==> config.mk <==
export PLATFORM = sky130hd
export DESIGN_NAME = regfile_wb_arbiter_flat
export DESIGN_NICKNAME = d
export VERILOG_FILES = /design/src/rtl/regfile_wb_arbiter_if.sv /design/src/rtl/regfile_wb_arbiter.sv /design/src/flat_wrapper.sv
export SDC_FILE = /design/constraint.sdc
export NUM_CORES = 1
export LEC_CHECK = 0
export CORE_ASPECT_RATIO = 0.75
export CORE_UTILIZATION = 40
export CTS_CLUSTER_SIZE = 20
export DETAILED_ROUTE_END_ITERATION = 16
export PLACE_DENSITY = 0.79
export SYNTH_ARGS = -nofsm -noshare
export SYNTH_HDL_FRONTEND = slang
export SYNTH_SLANG_ARGS = --single-unit
==> constraint.sdc <==
create_clock -name clk -period 1.3 [get_ports clk]
set_input_delay 0.13 -clock clk [delete_from_list [all_inputs] [get_ports clk]]
set_output_delay 0.13 -clock clk [all_outputs]
set_load 0.01 [all_outputs]
==> src/rtl/regfile_wb_arbiter_if.sv <==
// regfile_wb_arbiter_if: writeback requests, register-file write port and scoreboard signals
interface regfile_wb_arbiter_if #(
    parameter int DATA_W   = 8,
    parameter int ADDR_W   = 3,
    parameter int NUM_REGS = 8
);
    logic                alu_req;
    logic [ADDR_W-1:0]   alu_addr;
    logic [DATA_W-1:0]   alu_data;
    logic                alu_gnt;
    logic                ld_req;
    logic [ADDR_W-1:0]   ld_addr;
    logic [DATA_W-1:0]   ld_data;
    logic                ld_gnt;
    logic                rf_we;
    logic [ADDR_W-1:0]   rf_addr;
    logic [DATA_W-1:0]   rf_data;
    logic                sb_set;
    logic [ADDR_W-1:0]   sb_addr;
    logic [ADDR_W-1:0]   chk_addr1;
    logic [ADDR_W-1:0]   chk_addr2;
    logic                hazard;
    logic [NUM_REGS-1:0] pending;

    modport master (
        output alu_req, alu_addr, alu_data, ld_req, ld_addr, ld_data,
        output sb_set, sb_addr, chk_addr1, chk_addr2,
        input  alu_gnt, ld_gnt, rf_we, rf_addr, rf_data, hazard, pending
    );

    modport slave (
        input  alu_req, alu_addr, alu_data, ld_req, ld_addr, ld_data,
        input  sb_set, sb_addr, chk_addr1, chk_addr2,
        output alu_gnt, ld_gnt, rf_we, rf_addr, rf_data, hazard, pending
    );
endinterface

==> src/rtl/regfile_wb_arbiter.sv <==
// regfile_wb_arbiter: ALU/load writeback arbiter with starvation guard and pending-write scoreboard
module regfile_wb_arbiter #(
    parameter int DATA_W       = 8,
    parameter int ADDR_W       = 3,
    parameter int NUM_REGS     = 8,
    parameter int STARVE_LIMIT = 3
) (
    input logic clk,
    input logic rst_n,
    regfile_wb_arbiter_if.slave bus
);
    typedef enum logic {LD_PRI, ALU_PRI} state_t;

    localparam logic [2:0] LIM = 3'(STARVE_LIMIT);

    state_t              r_state, w_state_nxt;
    logic [2:0]          r_starve, w_starve_nxt;
    logic                w_alu_gnt, w_ld_gnt;
    logic                r_we;
    logic [ADDR_W-1:0]   r_addr;
    logic [DATA_W-1:0]   r_data;
    logic [NUM_REGS-1:0] r_pending, w_set, w_clr;

    // Grants, starvation count and priority state; grants are forced low while in reset
    always_comb begin
        w_alu_gnt    = rst_n && bus.alu_req && (!bus.ld_req || r_state == ALU_PRI);
        w_ld_gnt     = rst_n && bus.ld_req && !w_alu_gnt;
        w_starve_nxt = (!bus.alu_req || w_alu_gnt) ? 3'd0 :
                       (w_ld_gnt && r_starve < LIM) ? r_starve + 3'd1 : r_starve;
        w_state_nxt  = (r_state == LD_PRI && w_starve_nxt == LIM) ? ALU_PRI :
                       (r_state == ALU_PRI && w_alu_gnt) ? LD_PRI : r_state;
    end

    // Arbiter state register
    always_ff @(posedge clk or negedge rst_n) begin
        if (!rst_n) begin
            r_state  <= LD_PRI;
            r_starve <= 3'd0;
        end else begin
            r_state  <= w_state_nxt;
            r_starve <= w_starve_nxt;
        end
    end

    // Registered write port: capture the winner; address/data hold when idle
    always_ff @(posedge clk or negedge rst_n) begin
        if (!rst_n) begin
            r_we   <= 1'b0;
            r_addr <= '0;
            r_data <= '0;
        end else begin
            r_we <= w_alu_gnt || w_ld_gnt;
            if (w_alu_gnt) begin
                r_addr <= bus.alu_addr;
                r_data <= bus.alu_data;
            end else if (w_ld_gnt) begin
                r_addr <= bus.ld_addr;
                r_data <= bus.ld_data;
            end
        end
    end

    assign w_set = sb_mask(bus.sb_set, bus.sb_addr);
    assign w_clr = sb_mask(r_we, r_addr);

    function automatic logic [NUM_REGS-1:0] sb_mask(input logic en, input logic [ADDR_W-1:0] a);
        sb_mask = en ? (NUM_REGS'(1) << a) : '0;
    endfunction

    // Scoreboard: commit clears, issue sets; a newer issue to the same register wins
    always_ff @(posedge clk or negedge rst_n) begin
        if (!rst_n) r_pending <= '0;
        else        r_pending <= (r_pending & ~w_clr) | w_set;
    end

    assign bus.alu_gnt = w_alu_gnt;
    assign bus.ld_gnt  = w_ld_gnt;
    assign bus.rf_we   = r_we;
    assign bus.rf_addr = r_addr;
    assign bus.rf_data = r_data;
    assign bus.pending = r_pending;
    assign bus.hazard  = r_pending[bus.chk_addr1] | r_pending[bus.chk_addr2];
endmodule

==> src/flat_wrapper.sv <==
// flat-port wrapper written by rule: the top's interface ports become plain ports
module regfile_wb_arbiter_flat 
#(
    parameter int DATA_W       = 8,
    parameter int ADDR_W       = 3,
    parameter int NUM_REGS     = 8,
    parameter int STARVE_LIMIT = 3
)
  (clk, rst_n, bus_alu_req, bus_alu_addr, bus_alu_data, bus_ld_req, bus_ld_addr, bus_ld_data, bus_sb_set, bus_sb_addr, bus_chk_addr1, bus_chk_addr2, bus_alu_gnt, bus_ld_gnt, bus_rf_we, bus_rf_addr, bus_rf_data, bus_hazard, bus_pending);
  regfile_wb_arbiter_if #(.DATA_W(DATA_W), .ADDR_W(ADDR_W), .NUM_REGS(NUM_REGS)) bus_i ();
  input logic clk;
  input logic rst_n;
  input wire logic [$bits(bus_i.alu_req)-1:0] bus_alu_req;
  input wire logic [$bits(bus_i.alu_addr)-1:0] bus_alu_addr;
  input wire logic [$bits(bus_i.alu_data)-1:0] bus_alu_data;
  input wire logic [$bits(bus_i.ld_req)-1:0] bus_ld_req;
  input wire logic [$bits(bus_i.ld_addr)-1:0] bus_ld_addr;
  input wire logic [$bits(bus_i.ld_data)-1:0] bus_ld_data;
  input wire logic [$bits(bus_i.sb_set)-1:0] bus_sb_set;
  input wire logic [$bits(bus_i.sb_addr)-1:0] bus_sb_addr;
  input wire logic [$bits(bus_i.chk_addr1)-1:0] bus_chk_addr1;
  input wire logic [$bits(bus_i.chk_addr2)-1:0] bus_chk_addr2;
  output wire logic [$bits(bus_i.alu_gnt)-1:0] bus_alu_gnt;
  output wire logic [$bits(bus_i.ld_gnt)-1:0] bus_ld_gnt;
  output wire logic [$bits(bus_i.rf_we)-1:0] bus_rf_we;
  output wire logic [$bits(bus_i.rf_addr)-1:0] bus_rf_addr;
  output wire logic [$bits(bus_i.rf_data)-1:0] bus_rf_data;
  output wire logic [$bits(bus_i.hazard)-1:0] bus_hazard;
  output wire logic [$bits(bus_i.pending)-1:0] bus_pending;
  assign bus_i.alu_req = bus_alu_req;
  assign bus_i.alu_addr = bus_alu_addr;
  assign bus_i.alu_data = bus_alu_data;
  assign bus_i.ld_req = bus_ld_req;
  assign bus_i.ld_addr = bus_ld_addr;
  assign bus_i.ld_data = bus_ld_data;
  assign bus_i.sb_set = bus_sb_set;
  assign bus_i.sb_addr = bus_sb_addr;
  assign bus_i.chk_addr1 = bus_chk_addr1;
  assign bus_i.chk_addr2 = bus_chk_addr2;
  assign bus_alu_gnt = bus_i.alu_gnt;
  assign bus_ld_gnt = bus_i.ld_gnt;
  assign bus_rf_we = bus_i.rf_we;
  assign bus_rf_addr = bus_i.rf_addr;
  assign bus_rf_data = bus_i.rf_data;
  assign bus_hazard = bus_i.hazard;
  assign bus_pending = bus_i.pending;
  regfile_wb_arbiter #(.DATA_W(DATA_W), .ADDR_W(ADDR_W), .NUM_REGS(NUM_REGS), .STARVE_LIMIT(STARVE_LIMIT)) u_core (.clk(clk), .rst_n(rst_n), .bus(bus_i));
endmodule
* After elaboration in Yosys (flattened, before gate mapping) *
Cells that the tools add are included.

storage, ports and cells
  input bits = 36
  register bits = 24

cells by class
  equal/unequal tests = 1
  shifts and indexed selects = 2
  reductions and logical operators = 15
  $lt $le $gt $ge = 3
  mux-type cells = 14
  bitwise operators = 5
  add/subtract/negate cells = 1

operator list
  cell                                                                          count
  8-bit 2-to-1 mux                                                              4
  1-bit by 3-bit left shift with 8-bit output, first input constant             2
  3-bit 2-to-1 mux                                                              4
  8-bit AND                                                                     1
  3-bit by 4-bit less-than comparator with 1-bit output, second input constant  2
  8-bit NOT                                                                     1
  8-bit OR                                                                      1
  1-bit logical AND                                                             7
  1-bit binary-select mux with 3-bit select                                     2
  1-bit 2-to-1 mux                                                              4
  2-bit nonzero test                                                            2
  3-bit by 1-bit adder with 3-bit output, second input constant                 1
  3-bit by 2-bit equality test with 1-bit output, second input constant         1
  1-bit zero test                                                               3
  1-bit logical OR                                                              3
  3-bit by 2-bit less-than comparator with 1-bit output, second input constant  1
  1-bit NOT                                                                     1
  1-bit OR                                                                      1

* Depth between registers and ports, before layout *
  depth in word-level cells = 11
  gate-level depth with buffers = 5

* Worst setup path before layout *
No wires, ideal clock.

  path kind = register to output
  start point = register u_core.r_pending[7], in the netlist u_core.bus.pending[7]
  end point = output bus_hazard
  arrival = 1.101 ns
  cell stages (with the launch flop) = 4
  required time = 1.170 ns
  path buffers = 0
  slack = 0.069 ns
  cell sequence = dfrtp_1 -> mux4_2 -> mux2i_1 -> nand2_1

on the way
  longest elaborated chain between the ends = 3

RTL lines
  element                                    line                      text
  from (decl)                                regfile_wb_arbiter.sv:22  logic [NUM_REGS-1:0] r_pending, w_set, w_clr;
  from (signal assigned)                     regfile_wb_arbiter.sv:73  else r_pending <= (r_pending & ~w_clr) | w_set;
  1-bit binary-select mux with 3-bit select  regfile_wb_arbiter.sv:82  assign bus.hazard = r_pending[bus.chk_addr1] | r_pending[bus.chk_addr2];
  1-bit 2-to-1 mux (not written as such)     regfile_wb_arbiter.sv:82
  1-bit OR (*)                               regfile_wb_arbiter.sv:82
  to (decl)                                  flat_wrapper.sv:28        output wire logic [$bits(bus_i.hazard)-1:0] bus_hazard;

Every way passes the cells marked *; elsewhere a longest branch is shown, timed or not. The select of a mux whose other input is x is not followed.

* Worst setup path in the final report *
  start point = register u_core.r_pending[5], in the netlist u_core.bus.pending[5]
  end point = output bus_hazard

The elaborated chain is that of the path after synthesis.

==> impl_metrics.yaml <==
floorplan:
  fp.dieW_um: 65.5
  dieArea_um2: 3250
  die_y_um: 49.6
  rows: 16
  design.core.area_um2: 2740
  start_util: 0.441
  ios: 59
cts:
  cts_made_buffers: 3
  htreeDepth: 1
  cts_sinks: 24
  tritoncts: "done"
  clockRootBuffer: "clkbuf_8"
  clk_path_buf_depth: 2
  cts_hold_buf: 0
  clk_pin_slew_ns: 0.08
  clock_latency_ns: 0.26
setup_path:
  critPathLaunchType: "flop"
  cp_data_required_time_ns: 1.17
  critPathArrivalTime_ns: 1.50
  path_class: "reg -> out"
  cp_slowest_cell: "mux4_2"
  critPathCaptureType: "primary output"
  crit_fanout: 3
  critPathMaxStageDelay_ns: 0.49
  path_cells: "mux4_2 -> mux2i_1 -> nand2_1 -> buf_2"
synth:
  syn_area_um2: 1210
  synth-seq-cells: 24
  synth_top_area_cell: "dfrtp_1"
  ys.warnings.count: 0
  synth_nets: 144
  synthCells: 107
  synthTopCellsByCount: "24 x dfrtp_1, 13 x inv_1, 13 x o21ai_1"
  synth-edff-count: 0
  synth_flop_cell: "dfrtp_1"
  synth.top_cells.by_area: "dfrtp_1 50%, a222oi_1 9.1%, mux4_2 7.5%"
  yosysSeqAreaShare: 0.497
  syn_area_per_cell_um2: 11.3
  synth-async-reset-ratio: 1.00
  yosys.area.top_type_share: 0.497
  yosysMostFrequentCell: "dfrtp_1"
  yosysUniqueCellTypes: 29
drt:
  ant_nets: 0
  drt_iter0_drc: 109
  drt_pass1_iterations: 8
  drc_errors: 0
  wl_mm: 3.67
  detailroute.via_count: 1295
  wire_per_inst_um: 16.3
  vias_per_cell: 5.76
power_and_ir_drop:
  total_power_w: 0.00231
  pwr-share-comb: 0.395
  pwr-share-seq: 0.419
  power.share.clock: 0.185
  p_leak_nw: 0.999
  p_int_w: 0.00161
  switching_share: 0.303
  p_per_area_nw_per_um2: 1110
  p_switching_w: 0.000699
  ir_drop_mv: 0.824
timing:
  max_freq_mhz: 614
  fin_ws_ns: -0.329
  finalCriticalPeriod_ns: 1.63
  relSlewSlack: 0.802
  max_slew.worst_pin.slew_ns: 0.296
  tns_ns: -0.477
  hold_violations: 0
  grt_setup_unrepaired: "yes"
  setup_viol: 8
  finalMaxSlewViolations: 0
  fin_crit_sh: 1.25
  fin_skew_ns: 0.000751
status:
  outcome: "complete, but fails checks"
  violations: "setup timing"
placement:
  io_buffers: 58
  dp_hpwl_mm: 2.93
  gp_congestion: 0.837
finish:
  n_fill_cell: 182
  syn2layout_area_growth_pct: 71.5
  antenna_cells: 0
  seq_area_um2: 602
  multiInputGateArea_um2: 566
  layout.nets: 228
  drive_gt1_frac: 0.243
global_routing:
  grtUsageTotal: 0.245
  grt_pass1_vias: 1291
  grt_max_degree: 15
  antenna_found_initial: 0
  gr-total-overflow: 0
  grt_pass1_wl_mm: 5.89
job:
  drv_cap: 0
hold_path:
  hold_path_class: "in -> async"
## cells in the final DEF (no fill, tap or decap), types with 2 or more instances in the layout
| cell type | instances |
|---|---|
| dlygate4sd2_1 | 16 |
| inv_1 | 13 |
| buf_4 | 21 |
| o31ai_1 | 4 |
| mux2i_1 | 2 |
| a21oi_1 | 2 |
| dlymetal6s2s_1 | 7 |
| and2_4 | 2 |
| mux4_2 | 4 |
| nand2b_1 | 6 |
| dfrtp_1 | 23 |
| clkbuf_8 | 3 |
| o21ai_1 | 14 |
| buf_6 | 4 |
| clkdlybuf4s50_1 | 32 |
| a222oi_1 | 11 |
| nand2_1 | 8 |
## per-stage QoR
| stage | setup slack [ns] | util | std cells | cell area, um2 | hold WS [ns] |
|---|---|---|---|---|---|
| after detailed placement | -0.758 | 0.718 | 220 | 1970 | 0.496 |
| after floorplan | 0.0687 | - | 107 | 1210 | -0.166 |
| after global routing | -0.400 | 0.756 | 225 | 2070 | 0.144 |
| after CTS | -0.346 | 0.747 | 225 | 2050 | 0.105 |
| final | -0.329 | 0.756 | 225 | 2070 | 0.134 |
| after global placement | -0.656 | 0.718 | 220 | 1970 | 0.486 |
## worst paths after layout
check / start / to / slack (ns) / depth (start not counted)
min in group clk: bus_alu_req / u_core.r_state$_DFFE_PN0P_ / 0.39 / 4
setup / recovery: u_core.bus.pending[5]$_DFF_PN0_ / bus_hazard / -0.33 / 4
hold reg to reg: u_core.bus.rf_data[0]$_DFFE_PN0P_ / u_core.bus.rf_data[0]$_DFFE_PN0P_ / 0.51 / 2
max in group asynchronous: rst_n / u_core.r_starve[0]$_DFF_PN0_ / 0.97 / 2
setup reg to reg: u_core.r_state$_DFFE_PN0P_ / u_core.r_state$_DFFE_PN0P_ / -0.04 / 5
hold / removal: rst_n / u_core.bus.rf_data[0]$_DFFE_PN0P_ / 0.13 / 2
## critical path: cells and delay by family (launching register included)
family | cells | cell delay, ns
mux | 2 | 0.64
flops | 1 | 0.41
simple gates | 1 | 0.06
buf+inv | 1 | 0.13
## sequential cells by signal (all words and copies together), names as in the netlist
register	cells
u_core.bus.pending	8
u_core.bus.rf_data	8
u_core.bus.rf_addr	3
u_core.r_starve	3
u_core.bus.rf_we	1
u_core.r_state	1
## metal layers
metal  share of wire  track usage
met2            0.50        0.448
met5               0            0
met1            0.38        0.271
met4           0.017       0.0543
met3           0.098       0.0856
## power groups by stage
stage | Clock (W) | Sequential, W | Combinational [W]
after CTS | 0.000428 | 0.000970 | 0.000921
final | 0.000428 | 0.000968 | 0.000913
after global placement | 0 | 0.000974 | 0.000941
after global routing | 0.000468 | 0.000985 | 0.000986
after floorplan | 0 | 0.00104 | 0.000275
after detailed placement | 0 | 0.000986 | 0.000979
## timing repair
item	4_1_cts	5_1_grt
cloned	1	0
pin swaps	13	5
endpoints found under the setup margin	22	21
setup buffers	1	0
gates resized for setup	41	8
## cell type report
cell class	instances	share of cell area
clock buffer	3	0.0199
sequential	24	0.290
timing repair buffer	82	0.370
tap	36	0.0217
multi-input combinational	66	0.273
inverter	14	0.0253
## kinds of logic after synthesis
family                   share of synthesized area
AO/OA/AOI/OAI                                0.227
flip-flops                                   0.497
AND/OR/NAND/NOR                              0.107
buffers and inverters                       0.0683
multiplexers                                0.0911
adder cells (fa/ha/maj)                     0.0104
No activity file was read; power rests on OpenSTA's default activity.
